<file path="config.mk">
export PLATFORM = sky130hd
export DESIGN_NAME = rx_block_lock
export DESIGN_NICKNAME = d
export VERILOG_FILES = /design/src/rtl/rx_block_lock.sv
export SDC_FILE = /design/constraint.sdc
export NUM_CORES = 1
export LEC_CHECK = 0
export CORE_AREA = 2 2 79 81
export CTS_CLUSTER_DIAMETER = 150
export CTS_CLUSTER_SIZE = 14
export DETAILED_ROUTE_END_ITERATION = 7
export DIE_AREA = 0 0 81 83
export PLACE_DENSITY_LB_ADDON = 0.12
export RECOVER_POWER = 50
export SYNTH_ARGS = -nofsm -noshare
export SYNTH_HDL_FRONTEND = slang
export SYNTH_SLANG_ARGS = --single-unit
export TNS_END_PERCENT = 30
</file>
<file path="constraint.sdc">
create_clock -name i_clk -period 3.51 [get_ports i_clk]
set_input_delay 0.351 -clock i_clk [delete_from_list [all_inputs] [get_ports i_clk]]
set_output_delay 0.351 -clock i_clk [all_outputs]
set_load 0.02 [all_outputs]
</file>
<file path="src/rtl/rx_block_lock.sv">
// rtl/rx_block_lock.sv - 64b/66b block synchroniser for the 10GBASE-R receive path
module rx_block_lock #(
  parameter int DATA_WIDTH    = 32,
  parameter int HEADER_WIDTH  = 2,
  parameter int LOCK_COUNT    = 64,
  parameter int INVALID_LIMIT = 16,
  parameter int SLIP_WAIT     = 4
) (
  input  logic                    i_clk,
  input  logic                    i_reset,
  input  logic [DATA_WIDTH-1:0]   i_data,
  input  logic [HEADER_WIDTH-1:0] i_header,
  input  logic                    i_data_valid,
  input  logic                    i_header_valid,
  output logic                    o_slip,
  output logic                    o_block_lock,
  output logic [DATA_WIDTH-1:0]   o_data,
  output logic [HEADER_WIDTH-1:0] o_header,
  output logic                    o_data_valid,
  output logic                    o_header_valid,
  output logic [7:0]              o_slip_count
);

  localparam int SH_W = $clog2(LOCK_COUNT + 1);
  localparam int IV_W = $clog2(INVALID_LIMIT + 1);
  localparam int WT_W = $clog2(SLIP_WAIT + 1);
  localparam logic [SH_W-1:0] SH_LAST = SH_W'(LOCK_COUNT - 1);
  localparam logic [IV_W-1:0] IV_LAST = IV_W'(INVALID_LIMIT - 1);
  localparam logic [WT_W-1:0] WT_LAST = WT_W'(SLIP_WAIT - 1);

  typedef enum logic {ST_TEST, ST_SLIP_WAIT} state_t;

  state_t          state;
  logic [SH_W-1:0] sh_cnt;
  logic [IV_W-1:0] invld_cnt;
  logic [WT_W-1:0] wait_cnt;
  logic            header_ok;
  logic            window_end;
  logic            slip_now;

  assign header_ok  = (i_header == HEADER_WIDTH'(1)) || (i_header == HEADER_WIDTH'(2));
  assign window_end = (sh_cnt == SH_LAST);
  // An invalid header while unlocked slips immediately; while locked only the limit-th one does.
  assign slip_now   = !header_ok && (!o_block_lock || invld_cnt == IV_LAST);

  always_ff @(posedge i_clk) begin
    if (i_reset) begin
      state          <= ST_TEST;
      sh_cnt         <= '0;
      invld_cnt      <= '0;
      wait_cnt       <= '0;
      o_slip         <= 1'b0;
      o_block_lock   <= 1'b0;
      o_slip_count   <= '0;
      o_data         <= '0;
      o_header       <= '0;
      o_data_valid   <= 1'b0;
      o_header_valid <= 1'b0;
    end else begin
      o_data         <= i_data;
      o_header       <= i_header;
      o_data_valid   <= i_data_valid;
      o_header_valid <= i_header_valid;
      o_slip         <= 1'b0;
      case (state)
        ST_TEST: begin
          if (i_header_valid) begin
            if (header_ok) begin
              if (window_end) begin
                if (invld_cnt == '0) o_block_lock <= 1'b1;
                sh_cnt    <= '0;
                invld_cnt <= '0;
              end else begin
                sh_cnt <= sh_cnt + 1'b1;
              end
            end else if (slip_now) begin
              o_block_lock <= 1'b0;
              o_slip       <= 1'b1;
              sh_cnt       <= '0;
              invld_cnt    <= '0;
              wait_cnt     <= '0;
              state        <= ST_SLIP_WAIT;
              if (o_slip_count != 8'hff) o_slip_count <= o_slip_count + 1'b1;
            end else if (window_end) begin
              sh_cnt    <= '0;
              invld_cnt <= '0;
            end else begin
              sh_cnt    <= sh_cnt + 1'b1;
              invld_cnt <= invld_cnt + 1'b1;
            end
          end
        end
        ST_SLIP_WAIT: begin
          if (wait_cnt == WT_LAST) begin
            wait_cnt  <= '0;
            sh_cnt    <= '0;
            invld_cnt <= '0;
            state     <= ST_TEST;
          end else begin
            wait_cnt <= wait_cnt + 1'b1;
          end
        end
        default: state <= ST_TEST;
      endcase
    end
  end

endmodule
</file>
# After elaboration in Yosys (flattened, before gate mapping)
# Cells that the tools add are included.
[op_classes]
add_sub_neg = 4
n_eq_ne = 13
muxes = 27
bitwise_logic = 2
n_reduce_logical = 13
[ops]
columns = ["cell", "count"]
rows = [
  ["7-bit two-way mux", 5],
  ["5-bit two-way mux", 6],
  ["7-bit case mux with 2 select lines", 1],
  ["3-bit two-way mux", 4],
  ["5-bit case mux with 2 select lines", 1],
  ["5-bit AND reduction", 2],
  ["8-bit by 1-bit adder with 8-bit output, second input constant", 1],
  ["1-bit two-way mux", 8],
  ["8-bit != test, second input constant", 1],
  ["7-bit by 1-bit adder with 7-bit output, second input constant", 1],
  ["7-bit by 6-bit equality test with 1-bit output, second input constant", 1],
  ["2-bit by 1-bit != test with 1-bit output, second input constant", 3],
  ["2-bit != test, second input constant", 3],
  ["3-bit case mux with 2 select lines", 1],
  ["3-bit AND reduction", 2],
  ["5-bit by 1-bit adder with 5-bit output, second input constant", 1],
  ["5-bit by 4-bit equality test with 1-bit output, second input constant", 1],
  ["5-bit zero test", 1],
  ["3-bit by 1-bit adder with 3-bit output, second input constant", 1],
  ["3-bit by 2-bit equality test with 1-bit output, second input constant", 1],
  ["3-bit != test, second input constant", 1],
  ["2-bit by 1-bit equality test with 1-bit output, second input constant", 1],
  ["2-bit equality test, second input constant", 1],
  ["1-bit zero test", 2],
  ["7 further kinds", 9],
]
[totals]
ff_bits = 62
in_bits = 38
output_inout_bits = 46
elab_cells = 70

# Depth between registers and ports, before layout
[logic_depth]
ltp_word = 8
ltp_mapped = 8
depth_no_buf = 7

# Worst setup path before layout
# OpenSTA, ideal clock, no wires.
[synth_timing]
path_kind = "register -> register"
start = "register invld_cnt[0]"
end = "register invld_cnt[0]"
setup_ns = 0.059
arrival_ns = 1.885
t_required_ns = 3.451
path_slack_ns = 1.566
path_stages_with_launch = 8
path_buffers = 0
synth_period_minus_slack_ns = 1.944
path_cell_list = "dfxtp_1 -> ha_1 -> and3_1 -> ha_1 -> or3b_2 -> a211o_1 -> nor2_1 -> mux2_2"
[synth_between]
elab_chain_cells = 7
word_cells_on_any_way = 9
cone_classes = "add/sub (1); eq/ne (1); mux (5); reduce/logical (2)"
[synth_rtl]
columns = ["element", "line_no", "text"]
rows = [
  ["start: declaration", "35", "logic [IV_W-1:0] invld_cnt;"],
  ["start signal: assignment", "89", "invld_cnt <= invld_cnt + 1'b1;"],
  ["branches (longest 3 deep; another with 5-bit by 1-bit adder with 5-bit output)", "n/a", ""],
  ["5-bit two-way mux *", "76", "end else if (slip_now) begin"],
  ["5-bit two-way mux *", "68", "if (header_ok) begin"],
  ["5-bit two-way mux *", "67", "if (i_header_valid) begin"],
  ["5-bit case mux with 2 select lines *", "65", "case (state)"],
]
# Every way passes the cells marked *. The select of a mux whose other input is x is not followed.
# A chain may end at the register's enable or synchronous reset.

# Worst setup path after layout
# Same ends and word-level chain as after synthesis.

==> results_dict.tcl <==
set metrics [dict create \
    status "complete, no violations" \
    drive_gt1_share_pct 6.71 \
    htree_levels 3 \
    reg2reg_from "invld_cnt[0]" \
    fin_nets 352 \
    die_y_um 83 \
    postCtsHoldBufs 0 \
    worst_pin_slew_ns 0.975 \
    min_path_type "register to register" \
    min_to "wait_cnt[2]" \
    synth_edf_count 0 \
    grt_overflow 0 \
    finClkSkew_ns 0.00586 \
    synthMostInstantiatedCell "dfxtp_1" \
    synth_area_leaders "dfxtp_1, nor2b_1, ha_1, a21oi_1, xnor2_1" \
    synth_area_per_cell_um2 10.2 \
    start_util_pct 39.2 \
    synthCells 224 \
    vias_per_cell 4.68 \
    rsz0062_at_grt "false" \
    p_leak_nw 1.30 \
    clock_path_buffers 2 \
    wire_per_inst_um 12.7 \
    max_slew_margin_pct 35.0 \
    syn2layout_area_growth_pct 47.7 \
    fp.dieArea_mm2 0.00672 \
    fin_cells 388 \
    routabilityCongestion 0.712 \
    cts_tree "built" \
    path_clk_slew_ns 0.06 \
    postCtsSetupBuffers 0 \
    syn-cell-area_mm2 0.00228 \
    grt_max_degree 57 \
    antenna_found_initial 0 \
    synth-async-reset-ratio_pct 0 \
    core_area_mm2 0.00582 \
    cap_violations 0 \
    synth-seq-cells 62 \
    required_ns 3.78 \
    multi_input_area_um2 975 \
    min_period_ns 2.13 \
    io_pins 84 \
    fin_ws_ns 1.38 \
    die_x_um 81 \
    fp-row-count 28 \
    ys.flop_type "dfxtp_1" \
    grt_usage_pct 15.3 \
    first_global_vias 1637 \
    final_antenna_net_count 0 \
    portBuffers 83 \
    post-route-period-util_pct 60.8 \
    hold_depth 2 \
    power.total_mw 1.60 \
    synth_top_cell_area_share_pct 54.4 \
    num_vias 1815 \
    finalWirelength_mm 4.91 \
    rrSetupSlack_ns 1.38 \
    dr.pass1.iters 4 \
    fmax_mhz 469 \
    yosys_warnings 0 \
    crit_type "register to register" \
    fillers 512 \
    ir_drop_v 0.000242 \
    drc 0 \
    seq_area_frac_synth_pct 54.4 \
    finalHoldViolCount 0 \
    cts_resized 0 \
    grt_first_pass_wirelength_mm 8.00 \
    netlist.top_cell.by_area "dfxtp_1" \
    dpl.cell_count 372 \
    drt-initial-drc-count 68 \
    cts_inserted_buffers 9 \
    post_synth_num_cell_types 43 \
    preCtsSetupSlack_ns 1.23 \
    final-setup-viol-count 0 \
    tns_ns 0 \
    reg2reg_to "invld_cnt[0]" \
    n_antenna_cell 0 \
    syn_nets 268 \
    min_from "wait_cnt[2]" \
    ys_top_cells_by_count "dfxtp_1, nor2b_1, a21oi_1" \
    slew_viol_final 0 \
    clock_sinks 62 \
    arrival_ns 2.40 \
    hpwl_mm 3.47 \
    rr_worst_depth 7 \
    p_per_area_mw_per_mm2 476 \
    crit_path_start_kind "register" \
    clk_latency_ns 0.32 \
    seq_area_mm2 0.00124 \
    cts_root_buf "clkbuf_8" \
    cp-end-kind "register" \
    cp_max_fo 3 \
]
routing by layer:
metal  wire length, um  global-route usage (%)
met1              2350                    20.5
met2              2300                    22.7
met3               210                    4.24
met4                58                    6.93
met5                 0                       0
cells in the final DEF, fill, tap and decap left out, types with 2 or more instances in the layout:
cell type        Yosys  final
clkinv_2             0      2
nand3_1              6      6
nand2b_1             4      4
ha_1                 6      6
inv_1                5      5
bufinv_16            0      2
nand3b_1             3      3
xor2_1               2      2
dfxtp_1             62     62
a21boi_0             2      2
a21o_1               2      2
o31ai_1              3      3
nand2_1              8      8
and3_1               4      4
nor3_1               3      3
dlygate4sd3_1        0     18
clkbuf_8             0     10
o21ai_0              3      3
or3_1                2      2
or4_1                4      4
clkdlybuf4s50_1      0     64
nor2b_1             39     39
a211oi_1             3      3
xnor2_1              5      5
a21oi_1             14     14
and4_1               3      3
a22o_1               2      2
clkbuf_1             8      2
nand4_1              2      2
nor2_1              11     11
cell type report:
cell class	instances	area share [%]
multi-input cells	147	28.9
well taps	75	2.78
flip-flops and latches	62	36.8
repair buffers	83	24.5
inverters	5	0.557
clock buffers	12	4.31
clock inverters	4	2.08
flip-flops by register name, indices dropped and copies added (netlist names):
name	cells
o_header	2
state	1
o_data	32
sh_cnt	7
o_slip_count	8
o_block_lock	1
o_slip	1
o_data_valid	1
o_header_valid	1
invld_cnt	5
wait_cnt	3
through the flow:
stage	area [um^2]	hold WS, ns	utilization (%)
2_1_floorplan	2280	0.426	-
3_3_place_gp	3150	0.442	54.2
3_5_place_dp	3150	0.444	54.2
4_1_cts	3370	0.459	57.9
5_1_grt	3370	0.507	57.9
6_report	3370	0.462	57.9
critical path, cell delays in order (launching register included):
cell and delay (ns):
dfxtp_1 0.32, ha_1 0.23, and3_1 0.19, ha_1 0.19, or3b_2 0.46, a211o_1 0.33
nor2_1 0.19, mux2_2 0.18
where the power goes:
part	internal, mW	total, mW	switching, mW
combinational	0.0971	0.181	0.0840
clock	0.418	0.676	0.258
sequential	0.733	0.746	0.0127
total	1.25	1.60	0.355
logic make-up after synthesis:
| kind of cell | share of synthesized area, % |
|---|---|
| buf+inv | 2.85 |
| mux | 0.933 |
| compound gates | 11.0 |
| xor+xnor | 3.40 |
| fa+ha+maj | 3.29 |
| flops | 54.4 |
| simple gates | 24.1 |
how the worst max path moves through the flow:
| stage | slack, ns | end | from | cells past startpoint |
|---|---|---|---|---|
| floorplan | 1.57 | invld_cnt[0] | invld_cnt[0] | 7 |
| global placement | 1.28 | o_slip_count[5] | i_header[1] | 5 |
| detailed placement | 1.23 | o_slip_count[3] | i_header[1] | 5 |
| CTS | 1.39 | invld_cnt[0] | invld_cnt[1] | 7 |
| global route | 1.22 | o_slip_count[7] | invld_cnt[1] | 7 |
| finish | 1.38 | invld_cnt[0] | invld_cnt[0] | 7 |
(Power assumes the default switching activity.)
==> patch: new RTL, same settings <==
Make the reset (`i_reset`) asynchronous in one clocked block.
--- a/src/rtl/rx_block_lock.sv
+++ b/src/rtl/rx_block_lock.sv
@@ -43,7 +43,7 @@
   // An invalid header while unlocked slips immediately; while locked only the limit-th one does.
   assign slip_now   = !header_ok && (!o_block_lock || invld_cnt == IV_LAST);
 
-  always_ff @(posedge i_clk) begin
+  always_ff @(posedge i_clk or posedge i_reset) begin
     if (i_reset) begin
       state          <= ST_TEST;
       sh_cnt         <= '0;
Function: differs if i_reset is asserted again (counterexample within 4 cycles, from zero or initial values and one cycle with i_reset high); with i_reset held inactive, the same outputs for 10 cycles.
==> patch against the original RTL <==
- count of clock-buffer cells in the layout down 3
- synthesized cell count down 26%
- final area up 2.7%
- synthesized area up 2.0%
- critical path depth unchanged
- worst setup slack better by 0.044 ns
- global-route usage up 0.79 points
- sequential cell count unchanged
- routed wire length down 4.1%
- highest routed layer unchanged
Power is not compared: it rests on default switching activity, and its combinational part moved more than twofold at a synthesized area within 25%.
==> patch: results (changes against the original RTL) <==
critical_path:
  worst-path-max-fanout: 11  # was 3
  rr_endpoint: "o_slip_count[1]"  # was invld_cnt[0]
  worstPathArrival_ns: 2.30  # was 2.40 ns
  ff2ff_setup_slack_ns: 1.42  # was 1.38 ns
  crit_start: "invld_cnt[0]"  # unchanged
finish:
  num-fill-cells: 488  # was 512
  nNetsFinal: 303  # was 352
  drive_gt1_share_pct: 10.6  # was 6.71%
logic_synthesis:
  synthXorXnorAreaFrac_pct: 4.20  # was 3.40%
  synth-seq-area-share_pct: 66.7  # was 54.4%
  ys_top_cells_by_count: "62 x dfrtp_1, 14 x nand2_1, 7 x xor2_1"  # was 62 x dfxtp_1, 39 x nor2b_1, 14 x a21oi_1
  synthTopCellsByArea: "dfrtp_1 67%, ha_1 3.2%, xor2_1 2.6%"  # was dfxtp_1 54%, nor2b_1 11%, ha_1 3.3%
  synthMuxAreaShare_pct: 0.484  # was 0.933%
  netlist-cell-type-count: 41  # was 43
  synth_fp_nets: 210  # was 268
  synth_fa_ha_area_share_pct: 3.23  # was 3.29%
  synth_edf_count: 0  # unchanged
  synth_compound_area_share_pct: 12.2  # was 11.0%
worst_hold_path:
  hold_depth: 1  # was 2
  hold_start: "wait_cnt[1]"  # was wait_cnt[2]
  holdPathEnd: "wait_cnt[1]"  # was wait_cnt[2]
route:
  wl_met2_um: 2360  # was 2300 um
  drt_iter0_drc: 84  # was 68
  detail_route.wl_per_cell_um: 13.9  # was 12.7 um
  wl_met1_um: 1960  # was 2350 um
  dr_wl_met3_um: 302  # was 210 um
  vias: 1641  # was 1815
global_routing:
  grt_use_total_pct: 16.1  # was 15.3%
  grt_pass1_vias: 1624  # was 1637
  antenna_found_initial: 0  # unchanged
  grt_max_degree: 44  # was 57
  grt_pass1_wl_um: 8240  # was 8000 um
clock_tree:
  cts_setup_buffers: 0  # unchanged
sta:
  finClkSkew_ns: 0.00667  # was 0.00586 ns
  tightestPinTransition_ns: 1.04  # was 0.975 ns
place:
  pre_cts_ws_ns: 1.33  # was 1.23 ns
  gp_congestion: 0.784  # was 0.712
outcome:
  status: "finished clean"  # unchanged
patch: cells by family after synthesis:
kind of cell	Yosys count
simple gates	46
fa+ha+maj	6
compound gates	34
mux	1
xor+xnor	9
flops	62
buf+inv	8
patch: where the power goes:
part / switching (mW) / internal (mW)
Clock: 0.281 / 0.402
Combinational: 0.247 / 0.223
Sequential: 0.0936 / 0.805
Total: 0.621 / 1.43
patch: worst max path at each step:
stage / slack [ns] / cells past startpoint / to
2_1_floorplan: 1.57 / 8 / o_slip_count[1]
3_3_place_gp: 1.37 / 5 / o_slip_count[7]
3_5_place_dp: 1.33 / 5 / o_slip_count[1]
4_1_cts: 1.42 / 7 / o_slip_count[1]
5_1_grt: 1.07 / 3 / o_data[3]
6_report: 1.42 / 7 / o_slip_count[1]
patch: metal layers:
| layer | global-route usage [%] | up-vias |
|---|---|---|
| met5 | 0 | - |
| met4 | 9.09 | 0 |
| met3 | 4.46 | 7 |
| met2 | 24.6 | 51 |
| met1 | 20.2 | 799 |
| li1 | - | 784 |
patch: critical path, stage by stage (launching register included):
cell and delay [ns]:
dfrtp_1 0.40, ha_1 0.20, and3_1 0.16, ha_1 0.12
nand2b_1 0.31, nand3b_4 0.23, a21oi_2 0.21, mux2_1 0.34
patch: stage by stage:
step	cell area, um2	hold slack (ns)	utilization (%)	instances
3_3_place_gp	3240	0.485	55.7	323
4_1_cts	3460	0.342	59.6	339
5_1_grt	3460	0.531	59.5	339
6_report	3460	0.503	59.5	339
3_5_place_dp	3240	0.495	55.7	323
2_1_floorplan	2330	0.382	-	166
patch: area by class of cell:
type	count	share of cell area (%)
well taps	75	2.71
inverters	6	0.651
clock buffers	9	3.58
clock inverters	7	2.82
flip-flops and latches	62	44.8
repair buffers	84	24.2
multi-input cells	96	21.3
